`config.mk`:
```
export PLATFORM = sky130hd
export DESIGN_NAME = timer_rr_scheduler
export DESIGN_NICKNAME = d
export VERILOG_FILES = /design/src/rtl/timer_rr_scheduler.sv
export SDC_FILE = /design/constraint.sdc
export NUM_CORES = 1
export LEC_CHECK = 0
export CORE_MARGIN = 5
export CORE_UTILIZATION = 40
export DETAILED_ROUTE_END_ITERATION = 7
export HOLD_SLACK_MARGIN = 0.02
export PLACE_DENSITY_LB_ADDON = 0.3
export SYNTH_ARGS = -nofsm -noshare
export SYNTH_HDL_FRONTEND = slang
export SYNTH_SLANG_ARGS = --single-unit
```
`constraint.sdc`:
```
create_clock -name CLK -period 2.49 [get_ports CLK]
set_clock_uncertainty 0.2 [all_clocks]
set_input_delay 0.6225 -clock CLK [delete_from_list [all_inputs] [get_ports CLK]]
set_output_delay 0.6225 -clock CLK [all_outputs]
set_load 0.02 [all_outputs]
```
`src/rtl/timer_rr_scheduler.sv`:
```
// timer_rr_scheduler: shares one single-shot wait timer between NREQ
// requesters. Pending requests are granted round-robin; the winner's job
// arms the timer, waits for READY, pulses DONE and returns the timer to idle.
// A watchdog raises a sticky ERR if the timer stays silent for TIMEOUT cycles.
module timer_rr_scheduler #(
    parameter int NREQ    = 4,
    parameter int TMR_N   = 256,
    parameter int TIMEOUT = 2 * TMR_N
) (
    input  logic            CLK,
    input  logic            N_RESET,
    input  logic [NREQ-1:0] REQ,
    output logic [NREQ-1:0] GNT,
    output logic [NREQ-1:0] DONE,
    output logic            BUSY,
    output logic            ERR,
    output logic            TMR_START,
    output logic            TMR_RESET,
    input  logic            TMR_READY
);

    localparam int LW = (NREQ > 1) ? $clog2(NREQ) : 1;
    localparam int WW = $clog2(TIMEOUT + 1);

    typedef enum logic [1:0] {
        S_IDLE,
        S_ARM,
        S_WAIT,
        S_DONE
    } state_t;

    state_t          r_state;
    state_t          w_state_nxt;
    logic [NREQ-1:0] r_gnt;
    logic [NREQ-1:0] w_gnt_nxt;
    logic [LW-1:0]   r_last;
    logic [LW-1:0]   w_last_nxt;
    logic [WW-1:0]   r_wdog;
    logic [WW-1:0]   w_wdog_nxt;
    logic            r_err;
    logic            w_err_nxt;

    logic [LW-1:0]   w_win;
    logic [LW-1:0]   w_idx;
    logic [NREQ-1:0] w_onehot;

    // Round-robin pick: scan offsets NREQ..1 so the smallest offset from
    // (last+1) that has a request overwrites any later candidate.
    always_comb begin
        w_win    = r_last;
        w_idx    = '0;
        w_onehot = '0;
        for (int unsigned i = NREQ; i >= 1; i--) begin
            w_idx = LW'((32'(r_last) + i) % NREQ);
            if (REQ[w_idx]) begin
                w_win = w_idx;
            end
        end
        w_onehot[w_win] = 1'b1;
    end

    // Next-state, grant, pointer and watchdog decisions.
    always_comb begin
        w_state_nxt = r_state;
        w_gnt_nxt   = r_gnt;
        w_last_nxt  = r_last;
        w_wdog_nxt  = r_wdog;
        w_err_nxt   = r_err;
        case (r_state)
            S_IDLE: begin
                if (|REQ) begin
                    w_gnt_nxt   = w_onehot;
                    w_last_nxt  = w_win;
                    w_state_nxt = S_ARM;
                end
            end
            S_ARM: begin
                w_wdog_nxt  = '0;
                w_state_nxt = S_WAIT;
            end
            S_WAIT: begin
                if (TMR_READY) begin
                    w_wdog_nxt  = '0;
                    w_state_nxt = S_DONE;
                end else begin
                    if (r_wdog != WW'(TIMEOUT)) begin
                        w_wdog_nxt = r_wdog + 1'b1;
                    end
                    // ERR rises on the same edge the counter reaches TIMEOUT.
                    if (r_wdog >= WW'(TIMEOUT - 1)) begin
                        w_err_nxt = 1'b1;
                    end
                end
            end
            S_DONE: begin
                w_gnt_nxt   = '0;
                w_state_nxt = S_IDLE;
            end
            default: begin
                w_gnt_nxt   = '0;
                w_state_nxt = S_IDLE;
            end
        endcase
    end

    // State and datapath registers; asynchronous active-low clear.
    always_ff @(posedge CLK or negedge N_RESET) begin
        if (!N_RESET) begin
            r_state <= S_IDLE;
            r_gnt   <= '0;
            r_last  <= LW'(NREQ - 1);
            r_wdog  <= '0;
            r_err   <= 1'b0;
        end else begin
            r_state <= w_state_nxt;
            r_gnt   <= w_gnt_nxt;
            r_last  <= w_last_nxt;
            r_wdog  <= w_wdog_nxt;
            r_err   <= w_err_nxt;
        end
    end

    // Moore outputs decoded from registered state and grant.
    always_comb begin
        GNT       = r_gnt;
        DONE      = (r_state == S_DONE) ? r_gnt : '0;
        BUSY      = (r_state != S_IDLE);
        ERR       = r_err;
        TMR_START = (r_state == S_ARM);
        TMR_RESET = (r_state == S_DONE);
    end

endmodule

```
; ---- Yosys cells after proc, flatten, opt, wreduce, memory -nomap -nowiden
; Cells that the tools add are included.
; W data, S select, Z words.
[word_totals]
register_bits = 19
input_bits = 7
out_inout_bits = 12
[classes]
addsub = 5
order_cmp = 7
eq_ne = 7
n_mux = 23
bitwise_logic = 1
reduce_logical = 11
[ops]
columns = operator, count
row1 = $mux W10, 2
row2 = $pmux W10 S2, 1
row3 = $lt A2 B3 Y1 const B, 5
row4 = $mux W2, 6
row5 = $add A10 B1 Y10 const B, 1
row6 = $ge A10 B9 Y1 const B, 1
row7 = $ne A10 B10 Y1 const B, 1
row8 = $bmux W1 S2, 4
row9 = $mux W4, 2
row10 = $pmux W2 S4, 1
row11 = $pmux W4 S2, 1
row12 = $reduce_and A2 Y1, 4
row13 = $reduce_bool A2 Y1, 3
row14 = $mux W1, 5
row15 = $add A2 B1 Y2 const B, 2
row16 = $add A2 B2 Y2 const B, 2
row17 = $eq A2 B2 Y1 const B, 2
row18 = $ne A2 B2 Y1 const B, 2
row19 = $reduce_or A4 Y1, 1
row20 = $ne A3 B3 Y1 const B, 1
row21 = $reduce_and A3 Y1, 1
row22 = $demux W1 S2, 1
row23 = $eq A2 B1 Y1 const B, 1
row24 = $ge A2 B1 Y1 const B, 1
row25 = other kinds (3), 3

; ---- Longest topological paths before layout
; Gate-level depths: netlist of the first run.
[logic_depth]
depth_word = 13
depth_mapped = 6

; ---- Worst setup path before layout of the first run
; Ideal clock, no wire load.
[synth_path]
kind = reg2out
from = register r_state[0]
to = output DONE[0]
arrival_time_ns = 0.988
path_slack_ns = 0.680
stages_incl_launch_ff = 3
path_buffers = 0
cell_sequence = dfrtp_1 > ha_1 > and2_1
[synth_between]
elab_chain_len = 2
[synth_rtl]
columns = element, line
row1 = start: declaration, 32  ; state_t r_state;
row2 = start signal: assignment, 115  ; r_state <= w_state_nxt;
row3 = $eq A2 B2 Y1, n/a
row4 = via TMR_RESET, 18  ; output logic TMR_RESET,
row5 = $mux W4, 126  ; DONE = (r_state == S_DONE) ? r_gnt : '0;
row6 = end: declaration, 14  ; output logic [NREQ-1:0] DONE,
; The timed path passes the listed nets, and every way through them passes these cells.

; ---- Final worst setup path of the first run
[layout_path]
from = register r_state[0]
to = output BUSY
[layout_between]
elab_chain_len = 1
[layout_rtl]
columns = element, line
row1 = $reduce_bool A2 Y1, 127  ; BUSY = (r_state != S_IDLE);
row2 = end: declaration, 15  ; output logic BUSY,
; Every way passes these cells.

==> results.md, run 1 <==
- Status: complete, no violations
- Num CTS Buffers: 3
- Count of different cell masters after synthesis: 37
- Synth area leader: dfrtp_1
- H-tree levels: 1
- Io pins: 19
- Clock Path Buffers: 2
- Starting Density: 41.46%
- Synth cell count leaders: dfrtp_1, nor2_1, nand2_1
- Register bit total from synthesis: 19
- Layout Cells excl Fill: 170
- Detail Route Antenna Nets: 0
- Post-synth top area share: 37.53%
- Crit share post-route: 92.71%
- Crit path capture type: primary output
- Crit Path Class: reg2out
- Clock share of power: 12.6%
- P_int: 0.7458 mW
- Final HPWL DP: 1.801 mm
- Buffers on Ports: 18
- EDFF count, synth: 0
- Share of cells above drive strength 1: 11.51%
- Critical path arrival: 1.49 ns
- Placer Congestion: 0.7726
- MaxCap Viol Count: 0
- Top_reg_cell synth: dfrtp_1
- Core area: 2734 um^2
- Hold Path Class: reg2reg
- Area Growth Syn to Fin: 22.30%
- Crit start category: flop
- Site row count: 19
- Via count: 897
- Drt first pass iters: 4
- GRT Resource Usage Total: 12.44%
- Max VDD drop: 705.4 uV
- CTS sink cnt: 19
- Rel. slew slack: 70.48%
- Die area: 3999 um^2
- Endpoints failing setup: 0
- First-pass GRT wire length: 4.181 mm
- Dpl cells: 166
- WL final: 2.337 mm
- Reg clk slew, reported paths: 0.12 ns
- Chip height: 63.24 um
- Worst-Margin Slew: 0.4382 ns
- Asr flop ratio synth: 100.0%
- Largest net degree at the start of global routing: 20
- Synth top area cells: dfrtp_1, ha_1, dfstp_2
- RSZ-0062 raised after global routing: no
- Max-slew violation count: 0
- Syn avg cell area: 9.772 um^2
- Via/cell ratio: 5.276
- Vias in the first global route: 903
- Overflow left after global routing: 0
- Sw Ratio: 42.38%
- Pre-CTS setup slack: 0.1319 ns
- Syn Nets: 130
- Width of the die: 63.24 um
- Post-route minimum period: 2.309 ns
- Mapped Area: 1134 um^2
- Worst-path fanout max: 5
- Combinational group share of total power: 51.5%
- FMAX: 0.4332 GHz
- Cell Pwr Density: 933.6 nW/um^2
- Clk_lat worst skew: 0.30 ns
- YS warnings: 0
- Gate Count Post-Synth: 116
- Leak Pwr: 0.6382 nW
- Initial antenna violation count: 0
- Net Switching: 0.5485 mW
- Post-CTS Setup Repair Bufs: 0
- Setup TNS Final: 0 ns
- Final worst slack: 0.1815 ns
- DRC violations left: 0
- Seq/Total Area, Yosys: 42.16%
- CTS Root Cell: clkbuf_4
- Antenna diode count: 0
- Count leader, synth: dfrtp_1
- Sequential Power Share: 35.9%
- Avg WL per Cell: 13.75 um
- Worst Path Required: 1.67 ns
- Final hold vios: 0
- CTS tree: yes
- Final net count: 154
- DRT iter0 DRCs: 30
## area by class of cell
type	instances	area, um^2
Timing Repair Buffer	20	190.2
Inverter	5	18.77
Sequential cell	19	478.0
Tap cell	31	38.79
Multi-Input combinational cell	91	634.4
Fill cell	269	1348
Clock buffer	4	26.28
## cells in the final DEF (no fill, tap or decap), types with 3 or more instances in the layout
| master | instances |
|---|---|
| nand2b_1 | 3 |
| dfrtp_1 | 17 |
| nand2_1 | 12 |
| and2_1 | 5 |
| clkbuf_4 | 3 |
| o21ai_0 | 6 |
| o2bb2ai_1 | 4 |
| a21oi_1 | 6 |
| nor2_1 | 14 |
| clkdlybuf4s50_1 | 11 |
| xor2_1 | 3 |
| inv_1 | 5 |
| dlygate4sd2_1 | 6 |
| ha_1 | 6 |
## stage by stage
| step | utilization (%) | hold WS, ns | power (mW) | instance area [um^2] |
|---|---|---|---|---|
| 2_1_floorplan | - | 0.1269 | 0.9187 | 1134 |
| 3_3_place_gp | 49.84 | 0.2653 | 1.146 | 1363 |
| 3_5_place_dp | 49.84 | 0.2909 | 1.161 | 1363 |
| 4_1_cts | 50.62 | 0.3220 | 1.307 | 1384 |
| 5_1_grt | 50.71 | 0.3477 | 1.407 | 1386 |
| 6_report | 50.71 | 0.3092 | 1.294 | 1386 |
## flip-flops by register name (all words and copies together), names as in the netlist
signal   cells
GNT          4
r_last       2
ERR          1
r_state      2
r_wdog      10
## path summary, 6_finish.rpt
| path | startpoint | end | cells past startpoint | slack [ns] |
|---|---|---|---|---|
| min in group asynchronous | N_RESET | GNT[1] | 2 | 0.44 |
| max reg2reg | r_state[0] | r_wdog[0] | 6 | 0.49 |
| min reg2reg | ERR | ERR | 1 | 0.31 |
| max | r_state[0] | BUSY | 4 | 0.18 |
| min | ERR | ERR | 1 | 0.31 |
| max in group asynchronous | N_RESET | r_last[0] | 2 | 1.39 |
## power by group through the flow
stage | Clock [mW] | Sequential, mW | Combinational (mW)
2_1_floorplan | 0 | 0.472 | 0.447
3_3_place_gp | 0 | 0.466 | 0.680
3_5_place_dp | 0 | 0.470 | 0.690
4_1_cts | 0.166 | 0.465 | 0.675
5_1_grt | 0.182 | 0.479 | 0.746
6_report | 0.163 | 0.465 | 0.667
## routing by layer
metal	track usage [%]	share of wire, %
met5	0	0
met4	2.338	0.47
met3	3.730	5.8
met2	18.85	46
met1	17.67	48
## kinds of logic after synthesis
logic type	share of synthesized area [%]
AND/OR/NAND/NOR	25.17
AO/OA/AOI/OAI	15.23
flip-flops	42.16
adder cells (fa/ha/maj)	7.726
buffers and inverters	2.097
XOR/XNOR	3.864
multiplexers	3.753
## critical path, cell delays in order (launching register included)
cell and delay [ns]:
dfrtp_1 0.43, inv_1 0.10, ha_1 0.27, inv_1 0.07, dlygate4sd2_1 0.32
## what timing repair did
item / 4_1_cts / 5_1_grt
endpoints found under the hold margin: 0 / 0
hold buffers: 0 / 0
resized for setup: 7 / 1
setup endpoints to repair: 6 / 1
Note: power is estimated with default switching activity, not from simulation.
==> inputs of run 2 (changes only) <==
--- a/config.mk
+++ b/config.mk
@@ -10,6 +10,7 @@
 export DETAILED_ROUTE_END_ITERATION = 7
 export HOLD_SLACK_MARGIN = 0.02
 export PLACE_DENSITY_LB_ADDON = 0.3
+export SKIP_CTS_REPAIR_TIMING = 1
 export SYNTH_ARGS = -nofsm -noshare
 export SYNTH_HDL_FRONTEND = slang
 export SYNTH_SLANG_ARGS = --single-unit
==> run 2 against run 1 <==
  * Clock power about the same
  * Register-to-register slack hardly changed
  * Fmax grew 5.0%
  * Via count fell by 0.33%
  * Hold slack about the same
  * Setup slack better by 0.11 ns
  * Critical path type unchanged
  * Largest power group unchanged
==> results.md, run 2 (same netlist as run 1, synthesis figures left out) <==
- Status: complete, no violations
- Vias in the first global route: 901 (-0.22%)
- RSZ-0062 raised after global routing: no
- Num CTS Buffers: 3 (unchanged)
- Leak Pwr: 0.7088 nW (+11%)
- Overflow left after global routing: 0 (unchanged)
- Final hold vios: 0 (unchanged)
- Pre-CTS setup slack: 0.1319 ns (unchanged)
- Rel. slew slack: 70.48% (unchanged)
- FMAX: 0.4548 GHz (+5.0%)
- Core area: 2734 um^2 (unchanged)
- Via/cell ratio: 5.259 (-0.33%)
- H-tree levels: 1 (unchanged)
- Worst-path fanout max: 5 (unchanged)
- Drt first pass iters: 4 (unchanged)
- Max Used Layer: met4
- Largest Register: r_wdog
- DRT iter0 DRCs: 39 (+30%)
- Area Growth Syn to Fin: 24.28%
- Detail Route Antenna Nets: 0 (unchanged)
- Reg clk slew, reported paths: 0.12 ns (about the same)
- CTS Root Cell: clkbuf_4
- Final worst slack: 0.2914 ns (+0.1100 ns)
- Die area: 3999 um^2 (unchanged)
- CP bufs+invs: 3 (unchanged)
- Family with the most delay on the worst path: flip-flops
- Critical path arrival: 1.38 ns (-0.11 ns)
- WL met1: 1.155 mm (+3.3%)
- Met3 routed WL: 112 um (-17%)
- Number of flip-flops under the largest register name: 10 (unchanged)
- Placed inst area: 1363 um^2 (unchanged)
- Post-route minimum period: 2.199 ns (-0.1100 ns)
- Sequential Power Share: 35.6% (-0.3 points)
- Combinational group share of total power: 52.0% (+0.5 points)
- Cell repeated most along the worst path: inv_1
- Worst path slowest cell: dfrtp_1
- Dpl cells: 166 (unchanged)
- DRC violations left: 0 (unchanged)
- Site row count: 19 (unchanged)
- Starting Density: 41.46% (unchanged)
- Io pins: 19 (unchanged)
- Final net count: 154 (unchanged)
- Post-route cell area: 1409 um^2 (+1.6%)
- MaxCap Viol Count: 0 (unchanged)
- Crit Path Class: reg2out
- Max VDD drop: 706.9 uV (+0.21%)
- Via count: 894 (-0.33%)
- Crit path cell chain: inv_1 -> ha_1 -> inv_1 -> dlymetal6s2s_1
- Chip height: 63.24 um (unchanged)
- Antenna diode count: 0 (unchanged)
- Worst-Margin Slew: 0.4382 ns (unchanged)
- Share of cells above drive strength 1: 11.51% (unchanged)
- First-pass GRT wire length: 4.181 mm (unchanged)
- Critical Path Max Stage Delay: 0.43 ns (about the same)
- Clk_lat worst skew: 0.30 ns (about the same)
- CTS sink cnt: 19 (unchanged)
- P_int: 0.7590 mW (+1.8%)
- Cell Pwr Density: 928.2 nW/um^2 (-0.58%)
- Setup TNS Final: 0 ns (unchanged)
- Crit start category: flop
- Final HPWL DP: 1.801 mm (unchanged)
- Avg WL per Cell: 13.86 um (+0.86%)
- CTS tree: yes
- Hold Path Class: reg2reg
- GRT Resource Usage Total: 12.44% (unchanged)
- Worst Path Required: 1.67 ns (about the same)
- Routed wl met2: 1.078 mm (+0.56%)
- Crit path capture type: primary output
- Buffers on Ports: 18 (unchanged)
- Initial antenna violation count: 0 (unchanged)
- WL final: 2.357 mm (+0.86%)
- Clock Path Buffers: 2 (unchanged)
- Placer Congestion: 0.7726 (unchanged)
- Endpoints failing setup: 0 (unchanged)
- Sw Ratio: 41.96% (-0.41 points)
- Max-slew violation count: 0 (unchanged)
- Layout Cells excl Fill: 170 (unchanged)
- Commonest non-fill, non-tap cells in the layout: dfrtp_1, nor2_1, nand2_1
- Crit share post-route: 88.30% (-4.4 points)
- Commonest non-fill, non-tap cell in the layout: dfrtp_1
- Net Switching: 0.5488 mW (about the same)
- Width of the die: 63.24 um (unchanged)
- Largest net degree at the start of global routing: 20 (unchanged)
- Clock share of power: 12.5% (about the same)
-- run 2: power groups by stage --
stage	sequential [mW]	clock [mW]	combinational [mW]
3_3_place_gp	0.466	0	0.680
4_1_cts	0.465	0.166	0.693
6_report	0.465	0.163	0.680
5_1_grt	0.479	0.182	0.761
2_1_floorplan	0.472	0	0.447
3_5_place_dp	0.470	0	0.690
-- run 2: area by class of cell --
class,instances,area (um^2)
clock buffer,4,26.28
tap,31,38.79
inverter,5,18.77
sequential,19,478.0
multi-input combinational,91,634.4
timing repair buffer,20,212.7
fill,272,1325
-- run 2: metrics by stage --
stage | hold WS (ns) | total power [mW] | utilization [%]
floorplan | 0.1269 | 0.9187 | -
global placement | 0.2653 | 1.146 | 49.84
detailed placement | 0.2909 | 1.161 | 49.84
CTS | 0.3220 | 1.324 | 50.80
global route | 0.3477 | 1.422 | 51.53
finish | 0.3092 | 1.308 | 51.53
-- run 2: final timing paths --
kind                            cells past startpoint        end       start  slack, ns
worst max-delay path                                4       BUSY  r_state[0]       0.29
worst min-delay path                                1        ERR         ERR       0.31
worst max register to register                      6  r_wdog[0]  r_state[0]       0.49
worst min register to register                      1        ERR         ERR       0.31
max in group asynchronous                           2  r_last[0]     N_RESET       1.39
min in group asynchronous                           2     GNT[1]     N_RESET       0.44
-- run 2: metal layers --
| layer | GRT usage (%) | vias to the layer above |
|---|---|---|
| met3 | 3.730 | 2 |
| met1 | 17.67 | 419 |
| met4 | 2.338 | 0 |
| met5 | 0 | - |
| li1 | - | 456 |
| met2 | 18.85 | 17 |
==> inputs of run 3 (changes only) <==
--- a/config.mk
+++ b/config.mk
@@ -5,12 +5,14 @@
 export SDC_FILE = /design/constraint.sdc
 export NUM_CORES = 1
 export LEC_CHECK = 0
-export CORE_MARGIN = 5
+export ABC_AREA = 0
+export CORE_MARGIN = 2
 export CORE_UTILIZATION = 40
 export DETAILED_ROUTE_END_ITERATION = 7
 export HOLD_SLACK_MARGIN = 0.02
 export PLACE_DENSITY_LB_ADDON = 0.3
 export SKIP_CTS_REPAIR_TIMING = 1
+export SLEW_MARGIN = 20
 export SYNTH_ARGS = -nofsm -noshare
 export SYNTH_HDL_FRONTEND = slang
 export SYNTH_SLANG_ARGS = --single-unit
==> run 3 against run 2 <==
  * Sequential power is essentially flat
  * Setup slack lost 0.20 ns
  * Count of clock-buffer cells in the layout shrank 1
  * Core utilization is essentially flat
  * Non-clock buffer count is the same
  * Cell area is essentially flat
  * Critical path type unchanged
  * Largest cell class unchanged
  * Largest power group unchanged
==> results.md, run 3 (same netlist as run 1, synthesis figures left out) <==
- Crit path cell chain: ha_2 -> clkdlybuf4s50_1
- Post-route minimum period: 2.394 ns (+0.1952 ns)
- Worst-Margin Slew: 0.4179 ns (-0.02028 ns)
- Max VDD drop: 572.6 uV (-19%)
- Crit Path Class: reg2out
- Reg2reg start: r_state[0]
- Drt first pass iters: 4 (unchanged)
- Crit path capture type: primary output
- Starting Density: 41.46% (unchanged)
- Share of cells above drive strength 1: 12.23% (+0.72 points)
- Cell Pwr Density: 925.9 nW/um^2 (-0.25%)
- Final HPWL DP: 1.824 mm (+1.3%)
- GRT Resource Usage Total: 15.20% (+2.8 points)
- Worst-case reg-to-reg path depth: 6 (unchanged)
- Crit start category: flop
- First-pass GRT wire length: 3.919 mm (-6.3%)
- Minimum hold slack: 0.2953 ns (-0.01393 ns)
- HP Start: ERR
- Buffers on Ports: 18 (unchanged)
- Largest Register: r_wdog
- Sw Ratio: 41.87% (-0.096 points)
- CTS Root Cell: clkbuf_4
- Avg WL per Cell: 13.37 um (-3.6%)
- Via count: 904 (+1.1%)
- Reg clk slew, reported paths: 0.11 ns (about the same)
- Sequential Power Share: 35.8% (+0.2 points)
- Final net count: 154 (unchanged)
- MaxCap Viol Count: 0 (unchanged)
- Die area: 3276 um^2 (-18%)
- CTS sink cnt: 19 (unchanged)
- Hold path endpoint: ERR
- H-tree levels: 1 (unchanged)
- Overflow left after global routing: 0 (unchanged)
- WL final: 2.273 mm (-3.6%)
- Endpoints failing setup: 0 (unchanged)
- Rel. slew slack: 72.05% (+1.6 points)
- Final hold vios: 0 (unchanged)
- Leak Pwr: 0.6967 nW (-1.7%)
- Area Growth Syn to Fin: 24.17% (about the same)
- Worst path slowest cell: clkdlybuf4s50_1
- Largest net degree at the start of global routing: 12 (-40%)
- RSZ-0062 raised after global routing: no
- Clk_lat worst skew: 0.29 ns (about the same)
- Via/cell ratio: 5.318 (+1.1%)
- DRT iter0 DRCs: 16 (-59%)
- Worst r2r dst: r_wdog[0]
- Critical path arrival: 1.57 ns (+0.19 ns)
- Vias in the first global route: 866 (-3.9%)
- Net Switching: 0.5457 mW (-0.57%)
- Final worst slack: 0.09620 ns (-0.1952 ns)
- Io pins: 19 (unchanged)
- Critical Path Max Stage Delay: 0.61 ns (+0.18 ns)
- Crit share post-route: 96.14% (+7.8 points)
- Hold Path Class: reg2reg
- Initial antenna violation count: 0 (unchanged)
- Antenna diode count: 0 (unchanged)
- FMAX: 0.4177 GHz (-8.2%)
- Commonest non-fill, non-tap cells in the layout: dfrtp_1, nor2_1, nand2_1, clkdlybuf4s50_1
- Chip height: 57.24 um (-9.5%)
- Worst Path Required: 1.67 ns (about the same)
- Combinational group share of total power: 52.3% (+0.3 points)
- Clock share of power: 12.0% (-0.5 points)
- Clock Path Buffers: 2 (unchanged)
- Placer Congestion: 0.8390 (+8.6%)
- Worst-path fanout max: 7 (+2)
- Number of flip-flops under the largest register name: 10 (unchanged)
- WHS Path Cells: 1 (unchanged)
- Detail Route Antenna Nets: 0 (unchanged)
- P_int: 0.7576 mW (-0.18%)
- Width of the die: 57.24 um (-9.5%)
- Core area: 2734 um^2 (unchanged)
- Max-slew violation count: 0 (unchanged)
- DRC violations left: 0 (unchanged)
- Status: complete, no violations
- Worst R2R Setup Slack: 0.51 ns (+0.02 ns)
- Site row count: 19 (unchanged)
- Commonest non-fill, non-tap cell in the layout: dfrtp_1
- Num CTS Buffers: 3 (unchanged)
- Pre-CTS setup slack: 0.1615 ns (+0.02965 ns)
- CTS tree: yes
run 3: per-stage QoR:
step / utilization (%) / power, mW / setup TNS, ns / area, um^2 / cells
final: 51.49 / 1.303 / 0 / 1408 / 170
after CTS: 50.85 / 1.323 / -0.4435 / 1390 / 170
after global placement: 49.84 / 1.144 / 0 / 1363 / 166
after detailed placement: 49.84 / 1.164 / 0 / 1363 / 166
after floorplan: - / 0.9187 / 0 / 1134 / 116
after global routing: 51.49 / 1.415 / 0 / 1408 / 170
run 3: area by class of cell:
class	count	area [um^2]
tap	31	38.79
clock inverter	1	5.005
fill	243	1326
clock buffer	3	22.52
timing repair buffer	20	210.2
multi-input combinational	91	634.4
sequential	19	478.0
inverter	5	18.77
run 3: worst max-delay path by stage:
stage	slack, ns	endpoint	cells after the start	startpoint
after floorplan	0.68	DONE[0]	2	r_state[0]
after global placement	0.18	r_wdog[0]	5	TMR_READY
after detailed placement	0.16	r_wdog[0]	5	TMR_READY
after CTS	-0.09	TMR_START	3	r_state[1]
after global routing	0.02	TMR_RESET	2	r_state[0]
final	0.1	TMR_RESET	2	r_state[0]
run 3: power groups by stage:
stage | sequential, mW | clock, mW | combinational (mW)
finish | 0.466 | 0.156 | 0.681
CTS | 0.467 | 0.163 | 0.693
global placement | 0.467 | 0 | 0.677
floorplan | 0.472 | 0 | 0.447
detailed placement | 0.474 | 0 | 0.690
global route | 0.484 | 0.179 | 0.752
run 3: per-layer routing:
layer  vias to the layer above  routed length, um  track usage (%)
met5                         -                  0                0
met4                         0                 10            3.987
met3                         2                 89            2.268
met2                        15               1087            25.29
met1                       428               1085            20.84
li1                        459                  -                -
run 3: critical path, delay by kind of cell, from the launching register on:
family	cells	cell delay, ns
flops	1	0.42
fa+ha+maj	1	0.25
buf+inv	1	0.61
==> variant (flow settings as in run 3) <==
Make the reset (`N_RESET`) synchronous in one clocked block. Comments in the files are not updated.
--- a/src/rtl/timer_rr_scheduler.sv
+++ b/src/rtl/timer_rr_scheduler.sv
@@ -106,3 +106,3 @@
     // State and datapath registers; asynchronous active-low clear.
-    always_ff @(posedge CLK or negedge N_RESET) begin
+    always_ff @(posedge CLK) begin
         if (!N_RESET) begin
Formal check against the unedited RTL: differs if N_RESET is asserted again (counterexample within 4 cycles, from zero or initial values and one cycle with N_RESET low); with N_RESET held inactive, the same outputs for 4 cycles.
==> variant against run 3 <==
  * Setup slack better by 0.092 ns
  * Sequential power decreased by 12%
  * Power down 18%
  * Area after synthesis down 9.5%
  * Wire length down 6.7%
  * Critical path depth grew 1
  * Sequential cell count unchanged
  * Design area is 8.5% lower
  * Largest cell class unchanged
  * Largest power group unchanged
  * Highest routed layer unchanged
==> variant: results (changes against run 3) <==
- Status: complete, no violations (unchanged)
- 1st-iter DRT viols: 10 (was 16)
- Clock buf count: 4 (was 3)
- Post-DR wirelength/cell: 12.4 um (was 13.4 um)
- Fin Hold WS: 0.270 ns (was 0.295 ns)
- Cells after synthesis: 120 (was 116)
- Worst r2r src: r_state[0] (unchanged)
- Clock buf/inv share: 2.04% (was 1.96%)
- Vias in the first global route: 881 (was 866)
- First-pass GRT wire length: 3460 um (was 3920 um)
- Dpl cells: 167 (was 166)
- Final HPWL DP: 1740 um (was 1820 um)
- GRT Overall Usage: 15.7% (was 15.2%)
- Synth Area in Adders: 8.54% (was 7.73%)
- Most frequent cells after synthesis: 19 x dfxtp_1, 14 x nor2_1, 8 x nand2_1 (was 17 x dfrtp_1, 14 x nor2_1, 12 x nand2_1, 7 x ha_1)
- Layout cells sized above 1: 5.67% (was 12.2%)
- Mapped cell area: 0.00103 sq mm (was 0.00113 sq mm)
- Dpl cell area: 0.00124 sq mm (was 0.00136 sq mm)
- Syn_nets: 134 (was 130)
- Arrival time worst endpoint: 1.48 ns (was 1.57 ns)
- # nets final: 156 (was 154)
- Invs w/o clock: 7 (was 5)
- Maximum vdd drop: 0.435 mV (was 0.573 mV)
- Filler cells: 240 (was 243)
- Post-synthesis mux area share: 0.976% (was 3.75%)
- Distinct cells, synth: 31 (was 37)
-- variant: cell count changes after synthesis, moves of 3 or more --
cell       delta
dfxtp_1      +19
dfrtp_1      -17
a32o_1        +4
nand2_1       -4
nand4_1       +4
o2bb2ai_1     -4
xor2_1        +4
o21a_1        +3
-- variant: power groups by stage --
stage	registers, W	logic, W	clock network, W
5_1_grt	0.000419	0.000570	0.000167
3_3_place_gp	0.000414	0.000502	0
3_5_place_dp	0.000418	0.000514	0
4_1_cts	0.000410	0.000517	0.000154
2_1_floorplan	0.000432	0.000327	0
6_report	0.000411	0.000509	0.000148
-- variant: metal layers --
| metal | wire [um] | up-vias | GRT usage [%] |
|---|---|---|---|
| li1 | - | 460 | - |
| met1 | 904 | 421 | 15.6 |
| met2 | 1140 | 8 | 31.5 |
| met3 | 63 | 2 | 2.73 |
| met4 | 13 | 0 | 5.83 |
| met5 | 0 | - | 0 |
-- variant: tightest hold or removal path, cell delays in order, from the launching register on --
cell and delay (ns):
dfxtp_1 0.34, nand2_1 0.05, o21ai_0 0.06
-- variant: how the worst max path moves through the flow --
stage          depth (start not counted)  slack [ns]       start   endpoint
5_1_grt                                3        0.13  r_state[1]  TMR_START
3_3_place_gp                           5        0.13      REQ[1]     GNT[1]
6_report                               3        0.19  r_state[1]  TMR_START
3_5_place_dp                           5        0.08      REQ[1]     GNT[3]
2_1_floorplan                          4        0.66      REQ[3]     GNT[1]
4_1_cts                                3       -0.12  r_state[1]    DONE[2]
-- variant: cell families (layout without fill, tap and decap cells) --
group	Yosys count	count (layout)
AND/OR/NAND/NOR	56	56
adder cells (fa/ha/maj)	7	7
multiplexers	1	1
XOR/XNOR	8	8
AO/OA/AOI/OAI	20	20
flip-flops	19	19
buffers and inverters	9	30
